--- src/rtl/video_out.sv ---
// VGA output stage: delays sync/active timing to line up with the fragment pipeline,
// converts colour depth, blanks, applies sync polarity and counts frames.
// Optional test-pattern generator is built when VIDEO_TEST_PATTERN_EN is defined.
module video_out #(
  parameter int   IN_BITS    = 4,
  parameter int   OUT_BITS   = 4,
  parameter int   SYNC_DELAY = 2,
  parameter logic HSYNC_POL  = 1'b0,
  parameter logic VSYNC_POL  = 1'b0,
  parameter int   FRAME_BITS = 16,
  parameter int   BAR_W      = 80
) (
  input  logic                  clk_pix,
  input  logic                  rst,
  input  logic                  hsync_in,
  input  logic                  vsync_in,
  input  logic                  active_in,
  input  logic [IN_BITS-1:0]    r_in,
  input  logic [IN_BITS-1:0]    g_in,
  input  logic [IN_BITS-1:0]    b_in,
  input  logic                  test_en,
  output logic [OUT_BITS-1:0]   vga_r,
  output logic [OUT_BITS-1:0]   vga_g,
  output logic [OUT_BITS-1:0]   vga_b,
  output logic                  vga_hsync,
  output logic                  vga_vsync,
  output logic                  frame_start,
  output logic [FRAME_BITS-1:0] frame_count
);

  // Output bit k takes input bits MSB-first, cycling through the input as often as
  // needed; this covers pass-through, truncation and bit replication in one rule.
  function automatic logic [OUT_BITS-1:0] convert_colour(input logic [IN_BITS-1:0] c);
    logic [OUT_BITS-1:0] o;
    o = '0;
    for (int i = 0; i < OUT_BITS; i++) begin
      o[OUT_BITS-1-i] = c[IN_BITS-1-(i % IN_BITS)];
    end
    return o;
  endfunction

  logic hs_d;
  logic vs_d;
  logic act_d;

  // Stage p0: timing delay line
  generate
    if (SYNC_DELAY == 0) begin : g_nodly
      assign {hs_d, vs_d, act_d} = {hsync_in, vsync_in, active_in};
    end else begin : g_dly
      logic [2:0] dly_p0 [SYNC_DELAY];

      always_ff @(posedge clk_pix or posedge rst) begin
        if (rst) begin
          for (int i = 0; i < SYNC_DELAY; i++) dly_p0[i] <= 3'b000;
        end else begin
          dly_p0[0] <= {hsync_in, vsync_in, active_in};
          for (int i = 1; i < SYNC_DELAY; i++) dly_p0[i] <= dly_p0[i-1];
        end
      end

      assign {hs_d, vs_d, act_d} = dly_p0[SYNC_DELAY-1];
    end
  endgenerate

  logic [OUT_BITS-1:0] r_sel;
  logic [OUT_BITS-1:0] g_sel;
  logic [OUT_BITS-1:0] b_sel;

`ifdef VIDEO_TEST_PATTERN_EN
  localparam int COL_W = $clog2(BAR_W + 1);

  logic [COL_W-1:0] col_p0;
  logic [2:0]       bar_p0;

  // Position within the current bar, restarting at each blanking interval
  always_ff @(posedge clk_pix or posedge rst) begin
    if (rst) begin
      col_p0 <= '0;
      bar_p0 <= 3'd0;
    end else if (!act_d) begin
      col_p0 <= '0;
      bar_p0 <= 3'd0;
    end else if (col_p0 == COL_W'(BAR_W - 1)) begin
      col_p0 <= '0;
      bar_p0 <= bar_p0 + 3'd1;
    end else begin
      col_p0 <= col_p0 + COL_W'(1);
    end
  end

  always_comb begin
    r_sel = convert_colour(r_in);
    g_sel = convert_colour(g_in);
    b_sel = convert_colour(b_in);
    if (test_en) begin
      r_sel = {OUT_BITS{bar_p0[2]}};
      g_sel = {OUT_BITS{bar_p0[1]}};
      b_sel = {OUT_BITS{bar_p0[0]}};
    end
  end
`else
  logic unused_test_en;
  assign unused_test_en = test_en;

  always_comb begin
    r_sel = convert_colour(r_in);
    g_sel = convert_colour(g_in);
    b_sel = convert_colour(b_in);
  end
`endif

  logic vs_prev_p1;

  // Stage p1: output register, blanking, sync polarity and frame detection
  always_ff @(posedge clk_pix or posedge rst) begin
    if (rst) begin
      vga_r       <= '0;
      vga_g       <= '0;
      vga_b       <= '0;
      vga_hsync   <= ~HSYNC_POL;
      vga_vsync   <= ~VSYNC_POL;
      vs_prev_p1  <= 1'b0;
      frame_start <= 1'b0;
      frame_count <= '0;
    end else begin
      vga_r       <= act_d ? r_sel : '0;
      vga_g       <= act_d ? g_sel : '0;
      vga_b       <= act_d ? b_sel : '0;
      vga_hsync   <= hs_d ? HSYNC_POL : ~HSYNC_POL;
      vga_vsync   <= vs_d ? VSYNC_POL : ~VSYNC_POL;
      vs_prev_p1  <= vs_d;
      frame_start <= vs_d & ~vs_prev_p1;
      if (vs_d && !vs_prev_p1) frame_count <= frame_count + FRAME_BITS'(1);
    end
  end

endmodule

--- config.mk ---
export PLATFORM = sky130hd
export DESIGN_NAME = video_out
export DESIGN_NICKNAME = d
export VERILOG_FILES = /design/src/rtl/video_out.sv
export SDC_FILE = /design/constraint.sdc
export NUM_CORES = 1
export LEC_CHECK = 0
export CAP_MARGIN = 15
export CORE_ASPECT_RATIO = 1.5
export CORE_UTILIZATION = 25
export DETAILED_ROUTE_END_ITERATION = 12
export PLACE_DENSITY = 0.49
export SLEW_MARGIN = 20
export SYNTH_ARGS = -nofsm -noshare
export SYNTH_HDL_FRONTEND = slang
export SYNTH_SLANG_ARGS = --single-unit
--- constraint.sdc ---
create_clock -name clk_pix -period 1.7 [get_ports clk_pix]
set_clock_uncertainty 0.1 [all_clocks]
set_input_delay 0.34 -clock clk_pix [delete_from_list [all_inputs] [get_ports clk_pix]]
set_output_delay 0.34 -clock clk_pix [all_outputs]
set_load 0.01 [all_outputs]
==> reports/metrics.csv <==
stage,metric,value,unit
worst_setup_path,Required @ worst endpoint,1260,ps
cells_and_area,Register Area,959.7,µm²
yosys,"Primary FF master, synth",dfrtp_1,
global_routing,grt peak-use layer,met2,
yosys,Mean Syn Cell Area,14.56,µm²
floorplanning,core area,5205,µm²
drt,Starting DRT DRC Count,19,
worst_setup_path,Worst Reg-to-Reg Cells,6,
worst_setup_path,critical path arrival,1190,ps
pwr,Lkg Pwr,0.9915,nW
cells_and_area,multi-input logic area,400.4,µm²
clock_network,Root Driver,clkbuf_8,
cells_and_area,nets@finish,177,
yosys,Synth top area share,65.81,%
pwr,Pint,0.001915,W
yosys,synth cell count leaders,"36 x dfrtp_1, 12 x and2_1, 10 x xnor2_1",
sta,part of the cycle the worst path needs,95.98,%
yosys,ranking of synthesized cells by area,"dfrtp_1 66%, xnor2_1 6.4%, and2_1 5.5%",
worst_setup_path,CP bufs+invs,1,
cells_and_area,share of layout cells above drive strength 1,20.13,%
drt,Via density,4.128,
worst_setup_path,CP Capture Point,frame_count[1],
sta,Rel. slew slack,74.95,%
pwr,Logic pwr share,19.4,%
global_routing,vias in the first global route,1028,
global_routing,gr usage total,11.04,%
sta,RSZ-0062 raised after global routing,no,
yosys,"EDFF count, synth",0,
floorplanning,Initial Utilization,26.30,%
pwr,Seq pwr share,43.3,%
worst_setup_path,cell family with most CP delay,buffers and inverters,
cells_and_area,fin cells,227,
floorplanning,cell row count,32,
yosys,net count after synthesis,113,
clock_network,Max Root-Sink Buffers,2,
sta,Tmin final,1632,ps
global_routing,largest net degree at the start of global routing,18,
yosys,Ys Warns,0,
pwr,Final Total Pwr,0.002512,W
cells_and_area,Area Growth Syn to Fin,57.31,%
floorplanning,Ports,49,
pwr,PD cells,1167,nW/µm²
yosys,cell taking the most area after synthesis,dfrtp_1,
pwr,Switching Share,23.79,%
yosys,"FFs w/ async S/R, synth",100.0,%
clock_network,Clock Sinks,38,
yosys,Syn Std Cell Area,1369,µm²
worst_setup_path,critical path peak fanout,2,
clock_network,total CTS buffers,5,
yosys,sequential share of the synthesized area,69.65,%
yosys,most numerous cell in the Yosys netlist,dfrtp_1,
yosys,Synth Register Bits,38,
hold_path,Hold Path Class,register to register,
sta,fmax,0.6128,GHz
global_routing,met3 usage,4.680,%
clock_network,CTS H-tree lvls,2,
worst_setup_path,worst r2r dst,frame_count[8],
placed_design,Final HPWL DP,2.031,mm
placed_design,# placed instances,211,
pwr,Clk pwr share,37.3,%
placed_design,routability cong.,0.7386,
floorplanning,DIE WIDTH,62.42,µm
worst_setup_path,Worst Setup SP,frame_count[1],
yosys,Synth cell types,21,
outcome,outcome,"complete, no violations",
drt,drt pass-1 iters,3,
cells_and_area,ant diodes,0,
worst_setup_path,CP cell instances,clkdlybuf4s50_1,
drt,via count,937,
global_routing,met1 Use GR,12.52,%
clock_network,hold_buf cts,0,
drt,WL per Instance,12.41,µm
worst_setup_path,critical path's largest stage delay,540,ps
worst_setup_path,worst r2r src,frame_count[1],
floorplanning,die area,5781,µm²
yosys,post-synthesis cell count,94,
worst_setup_path,r2r setup slk,130,ps
worst_setup_path,CP Launch Type,register,
sta,Least-Margin Pin Slew,374.3,ps
drt,post-route DRC violation count,0,
global_routing,M2 GR Usage,17.75,%
sta,endpoints failing setup,0,
drt,post-route ant nets,0,
global_routing,first-pass GRT wire length,4.892,mm
global_routing,total congestion overflow,0,
cells_and_area,"Core Util, Final",41.37,%
sta,Final Max Tran Viols,0,
global_routing,antenna violations before repair,0,
cells_and_area,fillers,528,
worst_setup_path,CP endpoint kind,output pin,
clock_network,CTS tree,built,
job,# Max-Cap Violations,0,
worst_setup_path,crit path max-delay cell type,clkdlybuf4s50_1,
worst_setup_path,CP Depth,1,
pwr,Switching Power,0.0005978,W
drt,total routed wirelength,2.818,mm
sta,Final Hold Viols,0,
pwr,worst supply voltage drop on vdd,0.0009821,V
floorplanning,Die Y,92.63,µm
clock_network,Clock transition at path regs,80,ps
sta,Setup TNS Final,0,ps
placed_design,number of port buffers,47,
worst_setup_path,WS Path Type,register to output pin,
clock_network,"Clk Latency, worst-skew pair",290,ps
## routing by layer
layer / vias to the layer above / part of all wire, %
met5: - / 0
met4: 0 / 2.2
li1: 439 / -
met3: 7 / 7.9
met1: 461 / 41
met2: 30 / 49
## power by group through the flow
stage / sequential, W / clock [W] / combinational (W)
floorplan: 0.00116 / 0 / 0.000118
global placement: 0.00114 / 0 / 0.000388
detailed placement: 0.00114 / 0 / 0.000393
CTS: 0.00109 / 0.000976 / 0.000493
global route: 0.00110 / 0.00101 / 0.000533
finish: 0.00109 / 0.000938 / 0.000486
## worst min path at each step
| stage | start | to | slack (ps) | depth (start not counted) |
|---|---|---|---|---|
| after floorplan | g_dly.dly_p0[3] | act_d | 230 | 0 |
| after global placement | g_dly.dly_p0[3] | act_d | 230 | 0 |
| after detailed placement | g_dly.dly_p0[3] | act_d | 240 | 0 |
| after CTS | g_dly.dly_p0[4] | g_dly.dly_p0[1] | 250 | 0 |
| after global routing | g_dly.dly_p0[5] | g_dly.dly_p0[2] | 260 | 0 |
| final | g_dly.dly_p0[4] | g_dly.dly_p0[1] | 240 | 0 |
## cell families after synthesis
group | share of synthesized area, %
xor gates and xnor gates | 9.597
adders and majority gates | 0.9139
buffers and inverters | 1.097
DFF | 69.65
muxes | 0.8226
and+or+nand+nor | 17.92
## per-stage QoR
stage / area, µm² / worst slack, ps / hold slack, ps
final: 2153 / 68.27 / 242.4
after detailed placement: 1956 / 147.4 / 235.8
after floorplan: 1369 / 253.5 / 231.2
after global placement: 1956 / 156.3 / 233.3
after global routing: 2153 / 3.113 / 262.6
after CTS: 2146 / 8.148 / 248.0
## final cells by class
type	instances	area share, %
Inverter	3	0.5230
Sequential cell	38	44.57
Multi-Input combinational cell	52	18.59
Tap cell	68	3.951
Timing Repair Buffer	58	25.74
Clock inverter	2	2.789
Clock buffer	6	3.835
## flip-flops by register name, indices dropped and copies added (netlist names)
name and flops:
vs_prev_p1 1, vga_b 4, vga_r 4, g_dly.dly_p0 5, frame_start 1, vga_hsync 1
frame_count 16, act_d 1, vga_g 4, vga_vsync 1
## repair_timing
item | CTS | global route
buffers inserted | 7 | 1
resized for setup | 14 | 0
setup endpoints to repair | 16 | 1
## placed cells by master (no fill, tap or decap)
master	synthesis	final
nor2_1	4	4
dlygate4sd2_1	0	9
dfrtp_2	0	5
clkbuf_8	0	6
nor2_2	1	1
nand3b_1	1	1
clkdlybuf4s50_1	0	38
nand2_1	2	2
nand4b_2	1	1
nand3_1	4	4
buf_12	0	1
xnor2_1	10	10
inv_1	3	3
and4_1	1	1
nor4_4	1	1
and2_1	12	12
dfrtp_1	36	31
nand4_1	5	5
nand3_2	1	1
nand4_4	1	1
mux2_2	1	1
ha_1	1	1
bufinv_16	0	2
buf_4	0	10
xor2_1	5	5
dfstp_2	2	2
and3_1	1	1
Note: power is estimated with default switching activity, not from simulation.
